`config.mk`:
```
export PLATFORM = sky130hd
export DESIGN_NAME = count_sequencer
export DESIGN_NICKNAME = d
export VERILOG_FILES = /design/src/rtl/count_pkg.sv /design/src/rtl/bcd_digit.sv /design/src/rtl/count_sequencer.sv
export SDC_FILE = /design/constraint.sdc
export NUM_CORES = 1
export LEC_CHECK = 0
export ABC_AREA = 0
export BUFFER_PORTS_ARGS = -buffer_cell sky130_fd_sc_hd__buf_2
export CORE_MARGIN = 5
export CORE_UTILIZATION = 29
export DETAILED_ROUTE_END_ITERATION = 6
export SETUP_SLACK_MARGIN = 0.3
export SYNTH_ARGS = -nofsm -noshare
export SYNTH_HDL_FRONTEND = slang
export SYNTH_SLANG_ARGS = --single-unit
```
`constraint.sdc`:
```
create_clock -name Clock -period 2.6 [get_ports Clock]
set_input_delay 0.39 -clock Clock [delete_from_list [all_inputs] [get_ports Clock]]
set_output_delay 0.39 -clock Clock [all_outputs]
set_load 0.005 [all_outputs]
```
`src/rtl/count_pkg.sv`:
```
// Shared constants, state encoding and helpers for the BCD count sequencer.
package count_pkg;

    localparam int unsigned DIGIT_W = 4;

    localparam logic [DIGIT_W-1:0] DIGIT_MAX = 4'd9;
    localparam logic [DIGIT_W-1:0] DIGIT_MIN = 4'd0;

    localparam logic DIR_UP   = 1'b0;
    localparam logic DIR_DOWN = 1'b1;

    typedef enum logic [1:0] {
        ST_IDLE  = 2'd0,
        ST_RUN   = 2'd1,
        ST_PAUSE = 2'd2,
        ST_DONE  = 2'd3
    } state_t;

    // Saturate a non-BCD nibble to the largest legal digit.
    function automatic logic [DIGIT_W-1:0] clamp_digit(input logic [DIGIT_W-1:0] d);
        return (d > DIGIT_MAX) ? DIGIT_MAX : d;
    endfunction

endpackage

```
`src/rtl/bcd_digit.sv`:
```
// One decade counter digit with synchronous load and up/down stepping.
module bcd_digit
    import count_pkg::*;
(
    input  logic               clk,
    input  logic               rst,
    input  logic               enable,
    input  logic               dir,
    input  logic               load,
    input  logic [DIGIT_W-1:0] load_val,
    output logic [DIGIT_W-1:0] q,
    output logic               term
);

    always_ff @(posedge clk) begin
        if (rst) begin
            q <= DIGIT_MIN;
        end else if (load) begin
            q <= load_val;
        end else if (enable) begin
            if (dir == DIR_UP) begin
                q <= (q == DIGIT_MAX) ? DIGIT_MIN : q + 4'd1;
            end else begin
                q <= (q == DIGIT_MIN) ? DIGIT_MAX : q - 4'd1;
            end
        end
    end

    // Terminal value: this digit will carry/borrow into the next one on a step.
    assign term = (dir == DIR_UP) ? (q == DIGIT_MAX) : (q == DIGIT_MIN);

endmodule

```
`src/rtl/count_sequencer.sv`:
```
// Multi-digit BCD up/down count sequencer with run/pause/done control FSM.
module count_sequencer
    import count_pkg::*;
#(
    parameter int unsigned DIGITS = 3
) (
    input  logic                      Clock,
    input  logic                      Reset,
    input  logic                      Start,
    input  logic                      Stop,
    input  logic                      Select,
    input  logic                      Load,
    input  logic [DIGIT_W*DIGITS-1:0] LoadValue,
    input  logic                      Tick,
    output logic [DIGIT_W*DIGITS-1:0] Count,
    output logic                      Busy,
    output logic                      Done,
    output logic                      Overflow
);

    localparam int unsigned CW = DIGIT_W * DIGITS;

    localparam logic [CW-1:0] ALL_ZERO = '0;
    localparam logic [CW-1:0] ALL_ONE  = CW'(1);
    localparam logic [CW-1:0] ALL_NINE = {DIGITS{DIGIT_MAX}};

    state_t          state;
    state_t          state_next;
    logic            dir;
    logic            dir_next;
    logic            busy_next;
    logic            done_next;
    logic            ovf_next;
    logic            step_en;
    logic            load_en;
    logic [CW-1:0]   clamped;
    logic [CW-1:0]   eff_count;
    logic [DIGITS-1:0] en;
    logic [DIGITS-1:0] term;

    // Clamp each preset digit to 9.
    always_comb begin
        clamped = '0;
        for (int i = 0; i < int'(DIGITS); i++) begin
            clamped[i*DIGIT_W +: DIGIT_W] = clamp_digit(LoadValue[i*DIGIT_W +: DIGIT_W]);
        end
    end

    // Value the counter will hold once a same-cycle load has taken effect.
    assign eff_count = Load ? clamped : Count;

    always_ff @(posedge Clock) begin
        if (Reset) begin
            state    <= ST_IDLE;
            dir      <= DIR_UP;
            Busy     <= 1'b0;
            Done     <= 1'b0;
            Overflow <= 1'b0;
        end else begin
            state    <= state_next;
            dir      <= dir_next;
            Busy     <= busy_next;
            Done     <= done_next;
            Overflow <= ovf_next;
        end
    end

    always_comb begin
        state_next = state;
        dir_next   = dir;
        done_next  = 1'b0;
        ovf_next   = 1'b0;
        step_en    = 1'b0;
        load_en    = 1'b0;
        case (state)
            ST_IDLE, ST_DONE: begin
                load_en = Load;
                if (Start) begin
                    dir_next = Select;
                    if (Select == DIR_DOWN && eff_count == ALL_ZERO) begin
                        state_next = ST_DONE;
                        done_next  = 1'b1;
                    end else begin
                        state_next = ST_RUN;
                    end
                end
            end
            ST_RUN: begin
                // Stop wins over Tick; a down run never steps below zero.
                if (Stop) begin
                    state_next = ST_PAUSE;
                end else if (Tick && !(dir == DIR_DOWN && Count == ALL_ZERO)) begin
                    step_en = 1'b1;
                    if (dir == DIR_DOWN && Count == ALL_ONE) begin
                        state_next = ST_DONE;
                        done_next  = 1'b1;
                    end
                    if (dir == DIR_UP && Count == ALL_NINE) begin
                        ovf_next = 1'b1;
                    end
                end
            end
            ST_PAUSE: begin
                load_en = Load;
                if (Stop) begin
                    state_next = ST_IDLE;
                end else if (Start) begin
                    if (dir == DIR_DOWN && eff_count == ALL_ZERO) begin
                        state_next = ST_DONE;
                        done_next  = 1'b1;
                    end else begin
                        state_next = ST_RUN;
                    end
                end
            end
            default: state_next = ST_IDLE;
        endcase
        busy_next = (state_next == ST_RUN) || (state_next == ST_PAUSE);
    end

    // Synchronous cascade: a digit steps only when all lower digits are terminal.
    for (genvar i = 0; i < int'(DIGITS); i++) begin : g_digit
        if (i == 0) begin : g_first
            assign en[i] = step_en;
        end else begin : g_rest
            assign en[i] = step_en & (&term[i-1:0]);
        end

        bcd_digit u_digit (
            .clk      (Clock),
            .rst      (Reset),
            .enable   (en[i]),
            .dir      (dir),
            .load     (load_en),
            .load_val (clamped[i*DIGIT_W +: DIGIT_W]),
            .q        (Count[i*DIGIT_W +: DIGIT_W]),
            .term     (term[i])
        );
    end

endmodule

```
==> flow_metrics.tcl <==
set metrics [dict create \
    status "finished, final reports clean" \
    cts_hold_buf 0 \
    slew_headroom_pct 55.6 \
    synth_most_common_cell "a21oi_1" \
    area_delta_synth_final_pct 16.1 \
    final-seq-area_sq_um 362 \
    hold_class "in -> reg" \
    fin_skew_ns 0.00115 \
    synth_edf_count 0 \
    period_minus_slack_ns 2.07 \
    cts_sinks 18 \
    worstPathBufferInverterCount 1 \
    finalMaxSlewViolations 0 \
    synth_nets 221 \
    post_cts_resized 0 \
    gp_congestion 0.904 \
    synthArstFlopShare_pct 0 \
    grt_pass1_vias 1492 \
    antenna_found_initial 0 \
    gr-total-overflow 0 \
    root_buffer "clkbuf_8" \
    synth_top_cell_area_share_pct 23.1 \
    cp-start-kind "register" \
    core_sq_um 5170 \
    cp.required_ns 2.73 \
    final.setup.tns_ns 0 \
    path_max_fanout 13 \
    multi_input_area_sq_um 1090 \
    fin_total_pwr_w 0.00129 \
    worstHoldStart "LoadValue[1]" \
    ir_drop_uv 400 \
    start_util_pct 30.2 \
    die_area_sq_um 6950 \
    period_share_pct 79.8 \
    clkSlewWorstSetupHoldPaths_ns 0.07 \
    wl_per_cell_um 14.9 \
    ys_seq_area_share_pct 23.1 \
    antenna_cells 0 \
    clk_latency_ns 0.25 \
    grt_pass1_wl_um 7260 \
    pwr-share-comb_pct 50.3 \
    ff2ff_path_depth 6 \
    hold-path-cell-count 3 \
    ys_types 59 \
    numPortBuffers 33 \
    end_kind "register" \
    dr_total_vias 1615 \
    fmax_ghz 0.482 \
    cts_max_path_buffers 2 \
    synthCells 200 \
    nFillCells 566 \
    ant_nets 0 \
    p_int_w 0.000725 \
    hold_end "g_digit[0].u_digit.q[1]" \
    std_cell_rows 26 \
    cp_top_family "compound AO/OA/AOI/OAI gates" \
    dr.pass1.iters 4 \
    drt_iter0_markers 89 \
    fin_nets 249 \
    switching_power_w 0.000564 \
    p_clk_share_pct 15.5 \
    wl_met1_um 2050 \
    dp_hpwl_um 3360 \
    cts_buffers 3 \
    cp_cell_sequence "inv_1 > and3_4 > a2111oi_4 > o2111ai_1 > o211ai_1 > a21oi_1" \
    netlist_top_cells_count "20 x a21oi_1, 18 x dfxtp_1, 15 x nor2_1, 13 x nand2_1, 10 x inv_1" \
    drive_above_1_share_pct 23.5 \
    fp.dieH_um 83.4 \
    cp.arrival_ns 2.20 \
    cpPeakStageDelay_ns 0.61 \
    hold_viol 0 \
    post_cts_buffers 0 \
    wl_met2_um 2060 \
    ys.flop_type "dfxtp_1" \
    switching_share_pct 43.7 \
    wl_met3_um 225 \
    drc 0 \
    yosys_warnings 0 \
    p_leak_nw 0.714 \
    rsz0062_at_grt "false" \
    tightest_slew_ns 0.666 \
    crit_path_start "g_digit[1].u_digit.q[0]" \
    grt_max_degree 21 \
    boundaryPins 34 \
    grt_usage_pct 12.3 \
    netlist_area_sq_um 1560 \
    synth-seq-cells 18 \
    synth.area.top_cells "dfxtp_1 23%, a21oi_1 6.4%, nor2_1 3.6%, nand2_1 3.1%, o21ai_0 2.9%" \
    htreeDepth 1 \
    crit_slowest_cell "dfxtp_1" \
    cts_tree "done" \
    regToRegSetupSlack_ns 0.53 \
    via_per_inst 5.46 \
    synth_area_per_cell_sq_um 7.80 \
    wirelength_um 4400 \
    powerDensity_nw_per_um2 711 \
    synth_area_leader_cell "dfxtp_1" \
    cap_viol_max_count 0 \
    reg2reg_to "g_digit[2].u_digit.q[3]" \
    setup_viol 0 \
    seqPwrFrac_pct 34.3 \
    die_w_um 83.4 \
    rr_startpoint "g_digit[1].u_digit.q[0]" \
    critical_path_class "reg -> reg" \
    top_layer "met4" \
]
[power groups by stage]
stage	clock network [W]	registers (W)	logic, W
floorplan	0	0.000386	0.000539
global placement	0	0.000448	0.000641
detailed placement	0	0.000447	0.000645
finish	0.000199	0.000442	0.000648
global route	0.000224	0.000457	0.000719
CTS	0.000209	0.000440	0.000650
[placed cells by master (no fill, tap or decap), types with 3 or more instances in the layout]
master	instances
a211oi_1	5
a21o_1	3
a21oi_1	20
and3b_1	4
buf_2	33
buf_4	4
clkbuf_8	3
dfxtp_1	17
inv_1	10
nand2_1	13
nand2b_1	4
nand3_1	7
nor2_1	15
nor2b_1	6
nor3_1	6
nor3b_1	5
nor4b_1	3
o211ai_1	4
o21ai_0	9
o22ai_1	3
xor2_1	4
[routing by layer]
| layer | vias to the layer above | GRT usage, % |
|---|---|---|
| li1 | 800 | - |
| met1 | 761 | 16.2 |
| met2 | 44 | 20.0 |
| met3 | 10 | 2.08 |
| met4 | 0 | 4.61 |
| met5 | - | 0 |
[state kept, by name, indices dropped and copies added, names as in the netlist]
register,count
Busy,1
Done,1
Overflow,1
dir,1
g_digit.u_digit.q,12
state,2
[worst max path at each step]
| stage | to | slack (ns) | depth (start not counted) |
|---|---|---|---|
| 6_report | g_digit[2].u_digit.q[3] | 0.53 | 6 |
| 5_1_grt | g_digit[2].u_digit.q[3] | 0.31 | 6 |
| 4_1_cts | g_digit[2].u_digit.q[3] | 0.42 | 6 |
| 3_5_place_dp | g_digit[2].u_digit.q[3] | 0.43 | 6 |
| 3_3_place_gp | g_digit[2].u_digit.q[3] | 0.47 | 6 |
| 2_1_floorplan | Busy | 0.80 | 7 |
[logic make-up after synthesis]
| logic type | after synthesis | synth area share (%) |
|---|---|---|
| AND/OR/NAND/NOR | 79 | 31.8 |
| AO/OA/AOI/OAI | 68 | 31.0 |
| buffers and inverters | 24 | 7.14 |
| flip-flops | 18 | 23.1 |
| XOR/XNOR | 6 | 3.37 |
| multiplexers | 3 | 2.00 |
| adder cells (fa/ha/maj) | 2 | 1.60 |
[tightest hold or removal path: cells and delay by family]
kind          cells  cell delay (ns)
buf+inv           1             0.12
simple gates      2             0.13
[metrics by stage]
stage | worst slack [ns] | hold WS, ns | instance area, sq um | utilization (%) | cells
after floorplan | 0.801 | 0.520 | 1560 | - | 200
after global placement | 0.471 | 0.552 | 1770 | 34.2 | 293
after detailed placement | 0.426 | 0.570 | 1770 | 34.2 | 293
after CTS | 0.419 | 0.398 | 1810 | 35.0 | 296
after global routing | 0.314 | 0.391 | 1810 | 35.0 | 296
final | 0.526 | 0.410 | 1810 | 35.0 | 296
[layout make-up]
cell class,instances,area share [%]
multi-input combinational,158,60.1
sequential,18,20.0
timing repair buffer,37,10.8
tap,70,4.83
clock buffer,3,2.28
inverter,10,2.07
(Power assumes the default switching activity.)
